**src/rtl/pipeline_pkg.sv**
```systemverilog
// Shared pipeline definitions: the canonical NOP and the instruction-fetch FSM encoding.
package pipeline_pkg;

  localparam logic [31:0] NOP_INSTR = 32'h0000_0013;  // addi x0, x0, 0

  typedef logic [1:0] if_state_t;

  localparam if_state_t S_BOOT    = 2'd0;
  localparam if_state_t S_FETCH   = 2'd1;
  localparam if_state_t S_DISCARD = 2'd2;

endpackage

```
**src/rtl/pc_reg.sv**
```systemverilog
// Program counter with +4 incrementer and branch redirect mux.
// Redirect beats hold, and hold beats advance.
module pc_reg #(
  parameter logic [31:0] RESET_PC = 32'h0000_0000
) (
  input  logic        clk,
  input  logic        rst,
  input  logic        branch_sel,
  input  logic [31:0] branch_target,
  input  logic        hold,
  input  logic        advance,
  output logic [31:0] pc
);

  logic [31:0] pc_next;

  // NOTE: assign a default first so that no path through the block leaves pc_next unassigned (that would infer a latch).
  always_comb begin
    pc_next = pc;
    if (branch_sel)
      pc_next = branch_target;
    else if (!hold && advance)
      pc_next = pc + 32'd4;  // 32-bit add wraps 0xFFFF_FFFC to 0
  end

  // NOTE: non-blocking assignment for registered state, so every flop samples pre-edge values.
  always_ff @(posedge clk or posedge rst) begin
    if (rst) pc <= RESET_PC;
    else     pc <= pc_next;
  end

endmodule

```
**src/rtl/if_unit.sv**
```systemverilog
// Instruction-fetch stage: fetch FSM, PC (via pc_reg) and the IF/ID pipeline register.
// Define IF_PERF_CNT_EN to add the FETCH_STALL_CNT / FLUSH_CNT performance counters.
module if_unit
  import pipeline_pkg::*;
#(
  parameter logic [31:0] RESET_PC = 32'h0000_0000
) (
  input  logic        CLK,
  input  logic        RESET,
  input  logic        BRANCH_SEL,
  input  logic [31:0] BRANCH_TARGET,
  input  logic        IFID_HOLD,
  input  logic        IFID_RESET,
  input  logic        IMEM_BUSYWAIT,
  input  logic [31:0] IMEM_INSTR,
  output logic        IMEM_READ,
  output logic [31:0] IMEM_ADDR,
  output logic [31:0] PC_IF,
  output logic [31:0] INSTRUCTION_IFID
`ifdef IF_PERF_CNT_EN
  ,
  output logic [31:0] FETCH_STALL_CNT,
  output logic [31:0] FLUSH_CNT
`endif
);

  if_state_t   state, state_next;
  logic [31:0] pc;
  logic        accept;

  assign IMEM_READ = (state != S_BOOT);
  assign IMEM_ADDR = pc;
  assign accept    = (state == S_FETCH) && !IMEM_BUSYWAIT;

  pc_reg #(.RESET_PC(RESET_PC)) u_pc_reg (
    .clk           (CLK),
    .rst           (RESET),
    .branch_sel    (BRANCH_SEL),
    .branch_target (BRANCH_TARGET),
    .hold          (IFID_HOLD),
    .advance       (accept),
    .pc            (pc)
  );

  // A redirect that lands while a fetch is still pending must throw away that late response.
  always_comb begin
    state_next = state;
    case (state)
      S_BOOT:    state_next = S_FETCH;
      S_FETCH:   if (BRANCH_SEL && IMEM_BUSYWAIT) state_next = S_DISCARD;
      S_DISCARD: if (!(BRANCH_SEL && IMEM_BUSYWAIT) && !IMEM_BUSYWAIT) state_next = S_FETCH;
      default:   state_next = S_BOOT;
    endcase
  end

  always_ff @(posedge CLK or posedge RESET) begin
    if (RESET) state <= S_BOOT;
    else       state <= state_next;
  end

  always_ff @(posedge CLK or posedge RESET) begin
    if (RESET) begin
      PC_IF            <= 32'd0;
      INSTRUCTION_IFID <= NOP_INSTR;
    end else if (BRANCH_SEL) begin
      PC_IF            <= 32'd0;
      INSTRUCTION_IFID <= NOP_INSTR;
    end else if (IFID_HOLD) begin
      PC_IF            <= PC_IF;
      INSTRUCTION_IFID <= INSTRUCTION_IFID;
    end else if (accept && !IFID_RESET) begin
      PC_IF            <= pc;
      INSTRUCTION_IFID <= IMEM_INSTR;
    end else begin
      PC_IF            <= 32'd0;
      INSTRUCTION_IFID <= NOP_INSTR;
    end
  end

`ifdef IF_PERF_CNT_EN
  // Both counters saturate instead of wrapping.
  always_ff @(posedge CLK or posedge RESET) begin
    if (RESET) begin
      FETCH_STALL_CNT <= 32'd0;
      FLUSH_CNT       <= 32'd0;
    end else begin
      if ((state != S_BOOT) && IMEM_BUSYWAIT && (FETCH_STALL_CNT != 32'hFFFF_FFFF))
        FETCH_STALL_CNT <= FETCH_STALL_CNT + 32'd1;
      if (BRANCH_SEL && (FLUSH_CNT != 32'hFFFF_FFFF))
        FLUSH_CNT <= FLUSH_CNT + 32'd1;
    end
  end
`endif

endmodule

```
**config.mk**
```make
export PLATFORM = sky130hd
export DESIGN_NAME = if_unit
export DESIGN_NICKNAME = d
export VERILOG_FILES = /design/src/rtl/pipeline_pkg.sv /design/src/rtl/pc_reg.sv /design/src/rtl/if_unit.sv
export SDC_FILE = /design/constraint.sdc
export NUM_CORES = 1
export LEC_CHECK = 0
export ABC_AREA = 1
export ABC_CLOCK_PERIOD_IN_PS = 2300
export CORE_ASPECT_RATIO = 0.6
export CORE_MARGIN = 2
export CORE_UTILIZATION = 57
export CTS_CLUSTER_DIAMETER = 200
export CTS_CLUSTER_SIZE = 20
export DETAILED_ROUTE_END_ITERATION = 12
export DONT_BUFFER_PORTS = 1
export HOLD_SLACK_MARGIN = 0.08
export PLACE_DENSITY_LB_ADDON = 0.08
export SYNTH_ARGS = -nofsm -noshare
export SYNTH_HDL_FRONTEND = slang
export SYNTH_HIERARCHICAL = 1
export SYNTH_SLANG_ARGS = --single-unit
```
**constraint.sdc**
```tcl
create_clock -name CLK -period 2.3 [get_ports CLK]
set_input_delay 0.69 -clock CLK [delete_from_list [all_inputs] [get_ports CLK]]
set_output_delay 0.69 -clock CLK [all_outputs]
set_load 0.03 [all_outputs]
```
==> results of run 1 <==
-- path summary, 6_finish.rpt --
path                                       startpoint                                to  slack (ns)  depth (start not counted)
setup / recovery           u_pc_reg/pc[2]$_DFFE_PP0N_       u_pc_reg/pc[28]$_DFFE_PP0N_        0.44                          8
hold / removal                                  RESET              PC_IF[8]$_DFFE_PP0P_        0.31                          1
setup reg to reg           u_pc_reg/pc[2]$_DFFE_PP0N_       u_pc_reg/pc[28]$_DFFE_PP0N_        0.44                          8
hold reg to reg                  state[1]$_DFFE_PP0P_              state[1]$_DFFE_PP0P_        0.57                          2
max in group asynchronous                       RESET  INSTRUCTION_IFID[27]$_DFFE_PP0P_        1.37                          2
min in group CLK                     BRANCH_TARGET[0]        u_pc_reg/pc[0]$_DFFE_PP0P_        0.46                          2
-- cells by family after synthesis --
logic type / synth area share
AOI/OAI and AO/OA: 0.0397
xor gates and xnor gates: 0.0104
and+or+nand+nor: 0.382
adders and majority gates: 0.00247
buffers and inverters: 0.0807
DFF: 0.484
-- cells in the mapped netlist (all sizes together) --
master	n
nor3	1
ha	1
dfstp	3
dfrtp	95
clkbuf	5
o311ai	1
a21oi	4
nand3	109
nand2	268
o21bai	9
xnor2	1
o21ai	16
xor2	5
o211ai	2
buf	21
a31oi	1
inv	47
nor2	59
and2	3
-- worst register-to-register path, cell delays in order, from the launching register on --
cell	delay [ns]
dfrtp_1	0.63
ha_1	0.26
nand2_1	0.11
nor2_4	0.19
nand2_4	0.12
nor2_4	0.19
nand3_1	0.11
nand3_1	0.11
nand2_1	0.05
-- cells in the final DEF (no fill, tap or decap), drive strengths merged --
| cell type | n |
|---|---|
| o21bai | 9 |
| o21ai | 16 |
| xnor2 | 1 |
| nor3 | 1 |
| a21oi | 4 |
| nand2 | 268 |
| xor2 | 5 |
| inv | 47 |
| o311ai | 1 |
| nor2 | 59 |
| nand3 | 109 |
| clkinvlp | 2 |
| clkbuf | 11 |
| and2 | 3 |
| dfrtp | 95 |
| dfstp | 3 |
| a31oi | 1 |
| clkinv | 3 |
| buf | 24 |
| o211ai | 2 |
| ha | 1 |
-- cell type report --
| type | instances | area (um^2) | area share |
|---|---|---|---|
| sequential | 98 | 2460 | 0.449 |
| inverter | 47 | 180 | 0.0330 |
| multi-input combinational | 480 | 2200 | 0.403 |
| clock buffer | 11 | 243 | 0.0444 |
| tap | 112 | 140 | 0.0256 |
| clock inverter | 5 | 38.8 | 0.00709 |
| timing repair buffer | 24 | 205 | 0.0375 |
-- report_power, final --
| part | switching (uW) | internal (uW) | total (uW) |
|---|---|---|---|
| logic | 390 | 166 | 556 |
| clock network | 656 | 769 | 1430 |
| registers | 260 | 1810 | 2070 |
| total | 1310 | 2750 | 4060 |
-- metal layers --
layer,vias to the layer above,global-route usage
met4,0,0.0714
met1,2078,0.397
met2,206,0.448
met3,12,0.0991
met5,-,0
li1,2074,-
-- metrics by stage --
stage / power, uW / area (um^2) / setup slack (ns)
after global routing: 4230 / 5470 / 0.310
final: 4060 / 5470 / 0.436
after CTS: 4090 / 5470 / 0.466
after floorplan: 2500 / 5070 / 0.445
after detailed placement: 2660 / 5190 / 0.435
after global placement: 2640 / 5190 / 0.542
==> out/results.ini, run 1 <==
[global_route]
globalRouteTotalUtil=0.290
antenna_found_initial=0
grt_pass1_vias=4428
globalRouteOverflowTotal=0
grt_pass1_wl_um=22200
grt_max_degree=62

[cts]
ctsHoldBuffers=0
h-tree-depth=3
cts_resized=0
postCtsSetupBuffers=0
cts_buffer_depth=2
cts_root_buf=clkbuf_16
cts_tree=yes
clock_latency_ns=0.34
clkTransAtPathRegs_ns=0.07
numCtsBuffers=9
clock_sinks=98

[critical_path]
crit_path_end_kind=flop
crit_type=flop to flop
path_cells=ha_1, nand2_1, nor2_4, nand2_4, nor2_4, nand3_1, nand3_1, nand2_1
critPathMaxStageDelay_ns=0.63
cp_data_arrival_time_ns=2.10
cp-start-kind=flop
cp_slowest_cell=dfrtp_1
required_ns=2.54
crit_buf_inv=0
cp_top_family=simple AND/OR/NAND/NOR gates
critPathMaxFanout=6

[place]
io_buffers=0
gp_congestion=0.857
placed_cells=761
hpwl_um=9690

[min_path]
hp-class=primary input to asynchronous set/reset pin

[routing]
wl_per_cell_um=17.5
routed.top_layer=met4
drtIter0Drc=359
first_pass_iters=5
finalWirelength_um=13600
wl_met2_um=5990
viasPerCell=5.62
wl_met3_um=1450
drc=0
postRouteAntennaNets=0
routedLengthMet1_um=5980
vias=4370

[timing]
post-route-period-util=0.810
tns_ns=0
maxSlewViolCount=0
final-hold-violation-count=0
fmax_mhz=537
rsz0062_at_grt=no
slew_headroom=0.544
min_period_ns=1.86
fin_skew_ns=0.00602
worst_pin_slew_ns=0.683
setup_viol=0
whs_ns=0.312

[floorplanning]
die_area_mm2=0.00969
pin_count=167
core_mm2=0.00859
die_h_um=77.1
initial_utilization=0.590
fp.dieW_um=126
rows=26

[synth]
postSynthAreaPerCell_um2=7.79
ys_types=30
synth_top_cell_by_area=dfrtp_1
synth.area.top_cells=dfrtp_1 (47%), nand2_1 (19%), nand3_1 (11%), inv_1 (3.2%), nor2_1 (3.2%)
synth_seq_area_share=0.484
ys_warn_count=6
syn_area_mm2=0.00507
ys_ff_latch=98
syn_inst=651
synth_top_area_frac=0.469
syn_nets=722

[finish]
stdcell_count=777
nNetsFinal=731
layout-drive-gt1-share=0.116
syn2layout_area_growth_pct=7.85
utilization=0.637
n_antenna_cell=0
nFillCells=786

[flow_run]
maxCapViolCount=0

[outcome]
status=completed

[power_and_ir_drop]
powerDensity_mw_per_mm2=742
p_leak_uw=0.00281
ir_drop_uv=364

(Power assumes the default switching activity.)
==> run 2: changes to the inputs <==
Settings changed: ABC_CLOCK_PERIOD_IN_PS 2300 to 1900, CORE_UTILIZATION 57 to 59.
Clock period 2.3 ns to 1.9 ns, I/O delays scaled along.
==> out/results.ini, run 2 (same netlist as run 1, synthesis figures left out) <==
[floorplanning]
initial_utilization=0.602
die_area_mm2=0.00938
core_mm2=0.00843
rows=26
die_h_um=75.8
pin_count=167
fp.dieW_um=124

[finish]
utilization=0.664
nNetsFinal=745
layout-drive-gt1-share=0.133
n_antenna_cell=0
syn2layout_area_growth_pct=10.3
final_common_cell=nand2_1
final_cell_mix=nand2_1 (258), nand3_1 (107), dfrtp_1 (95)

[timing]
rsz0062_at_grt=no
maxSlewViolCount=0
final-hold-violation-count=0
worst_pin_slew_ns=0.626
fin_skew_ns=0.00847
fmax_mhz=585
setup_viol=0
min_period_ns=1.71
slew_headroom=0.583
tns_ns=0
post-route-period-util=0.899
setup_ws_ns=0.191

[cts]
cts_resized=0
ctsHoldBuffers=0
clock_sinks=98
cts_buffer_depth=2
cts_tree=yes
cts_root_buf=clkbuf_16
numCtsBuffers=9
postCtsSetupBuffers=0
clock_latency_ns=0.35
h-tree-depth=3
clkTransAtPathRegs_ns=0.07

[routing]
postRouteAntennaNets=0
viasPerCell=5.55
wl_per_cell_um=16.8
vias=4391
first_pass_iters=5
finalWirelength_um=13300
drtIter0Drc=378
drc=0

[place]
hpwl_um=9670
dp_slack_ns=0.168
gp_congestion=0.902
io_buffers=0

[critical_path]
critPathMaxStageDelay_ns=0.41
path_cells=inv_2, nand2_1, nor2_4, inv_1, nor2_2, nand2_1, inv_1, buf_6, nand3_1, nand2_1
cp_data_arrival_time_ns=1.99
crit_type=flop to flop
crit_top_cell=nand2_1
crit_path_end_kind=flop
required_ns=2.18
cp_slowest_cell=dfrtp_1
critPathMaxFanout=21
cp-start-kind=flop

[power_and_ir_drop]
clockPowerShare=0.363
p_int_uw=3510
p_leak_uw=0.00288
powerDensity_mw_per_mm2=909
p_sw_uw=1580
p_sw_frac=0.311
ir_drop_uv=459
pwr-share-comb=0.163
pwr-share-seq=0.473

[flow_run]
maxCapViolCount=0

[min_path]
hp-class=primary input to asynchronous set/reset pin

[global_route]
globalRouteTotalUtil=0.292
grt_max_degree=62
antenna_found_initial=0
grt_pass1_wl_um=20500
grt_pass1_vias=4037
globalRouteOverflowTotal=0

[outcome]
status=completed

run 2: cell count changes in the layout (fill, tap and decap cells not counted), sizes merged:
cell    delta
buf       +14
clkinv     -2
clkbuf     +1
bufinv     +1
run 2: final cells by class:
class                           count  area, um^2
Fill cell                         754        2830
Sequential cell                    98        2460
Multi-Input combinational cell    480        2200
Timing Repair Buffer               38         314
Clock buffer                       12         246
Inverter                           47         180
Tap cell                          112         140
Clock inverter                      4        51.3
run 2: power groups by stage:
stage,registers [uW],logic [uW],clock network [uW]
finish,2410,831,1850
global route,2420,921,1960
CTS,2410,830,1870
detailed placement,2440,827,0
global placement,2440,802,0
floorplan,2580,454,0
run 2: path summary, 6_finish.rpt:
kind	depth (start not counted)	endpoint	from	slack, ns
setup / recovery	10	u_pc_reg/pc[26]$_DFFE_PP0N_	state[1]$_DFFE_PP0P_	0.19
hold / removal	1	PC_IF[5]$_DFFE_PP0P_	RESET	0.13
setup reg to reg	10	u_pc_reg/pc[26]$_DFFE_PP0N_	state[1]$_DFFE_PP0P_	0.19
hold reg to reg	2	u_pc_reg/pc[16]$_DFFE_PP0N_	u_pc_reg/pc[16]$_DFFE_PP0N_	0.58
max in group asynchronous	2	INSTRUCTION_IFID[3]$_DFFE_PP0P_	RESET	1.23
min in group CLK	2	u_pc_reg/pc[0]$_DFFE_PP0P_	BRANCH_TARGET[0]	0.35
run 2: critical path: cells and delay by family, from the launching register on:
kind | cells | cell delay (ns)
simple gates | 6 | 0.76
buf+inv | 4 | 0.48
flops | 1 | 0.41
run 2: metrics by stage:
step	instance area (um^2)	std cells	hold slack [ns]	power (uW)
after CTS	5590	791	0.141	5100
final	5590	791	0.131	5090
after global placement	5290	775	0.500	3240
after floorplan	5070	651	0.518	3030
after detailed placement	5290	775	0.507	3270
after global routing	5590	791	0.153	5300
run 2: metal layers:
metal / track usage / vias up / wire length, um
li1: - / 2097 / -
met1: 0.392 / 2089 / 5750
met2: 0.458 / 192 / 5940
met3: 0.114 / 13 / 1520
met4: 0.0568 / 0 / 116
met5: 0 / - / 0
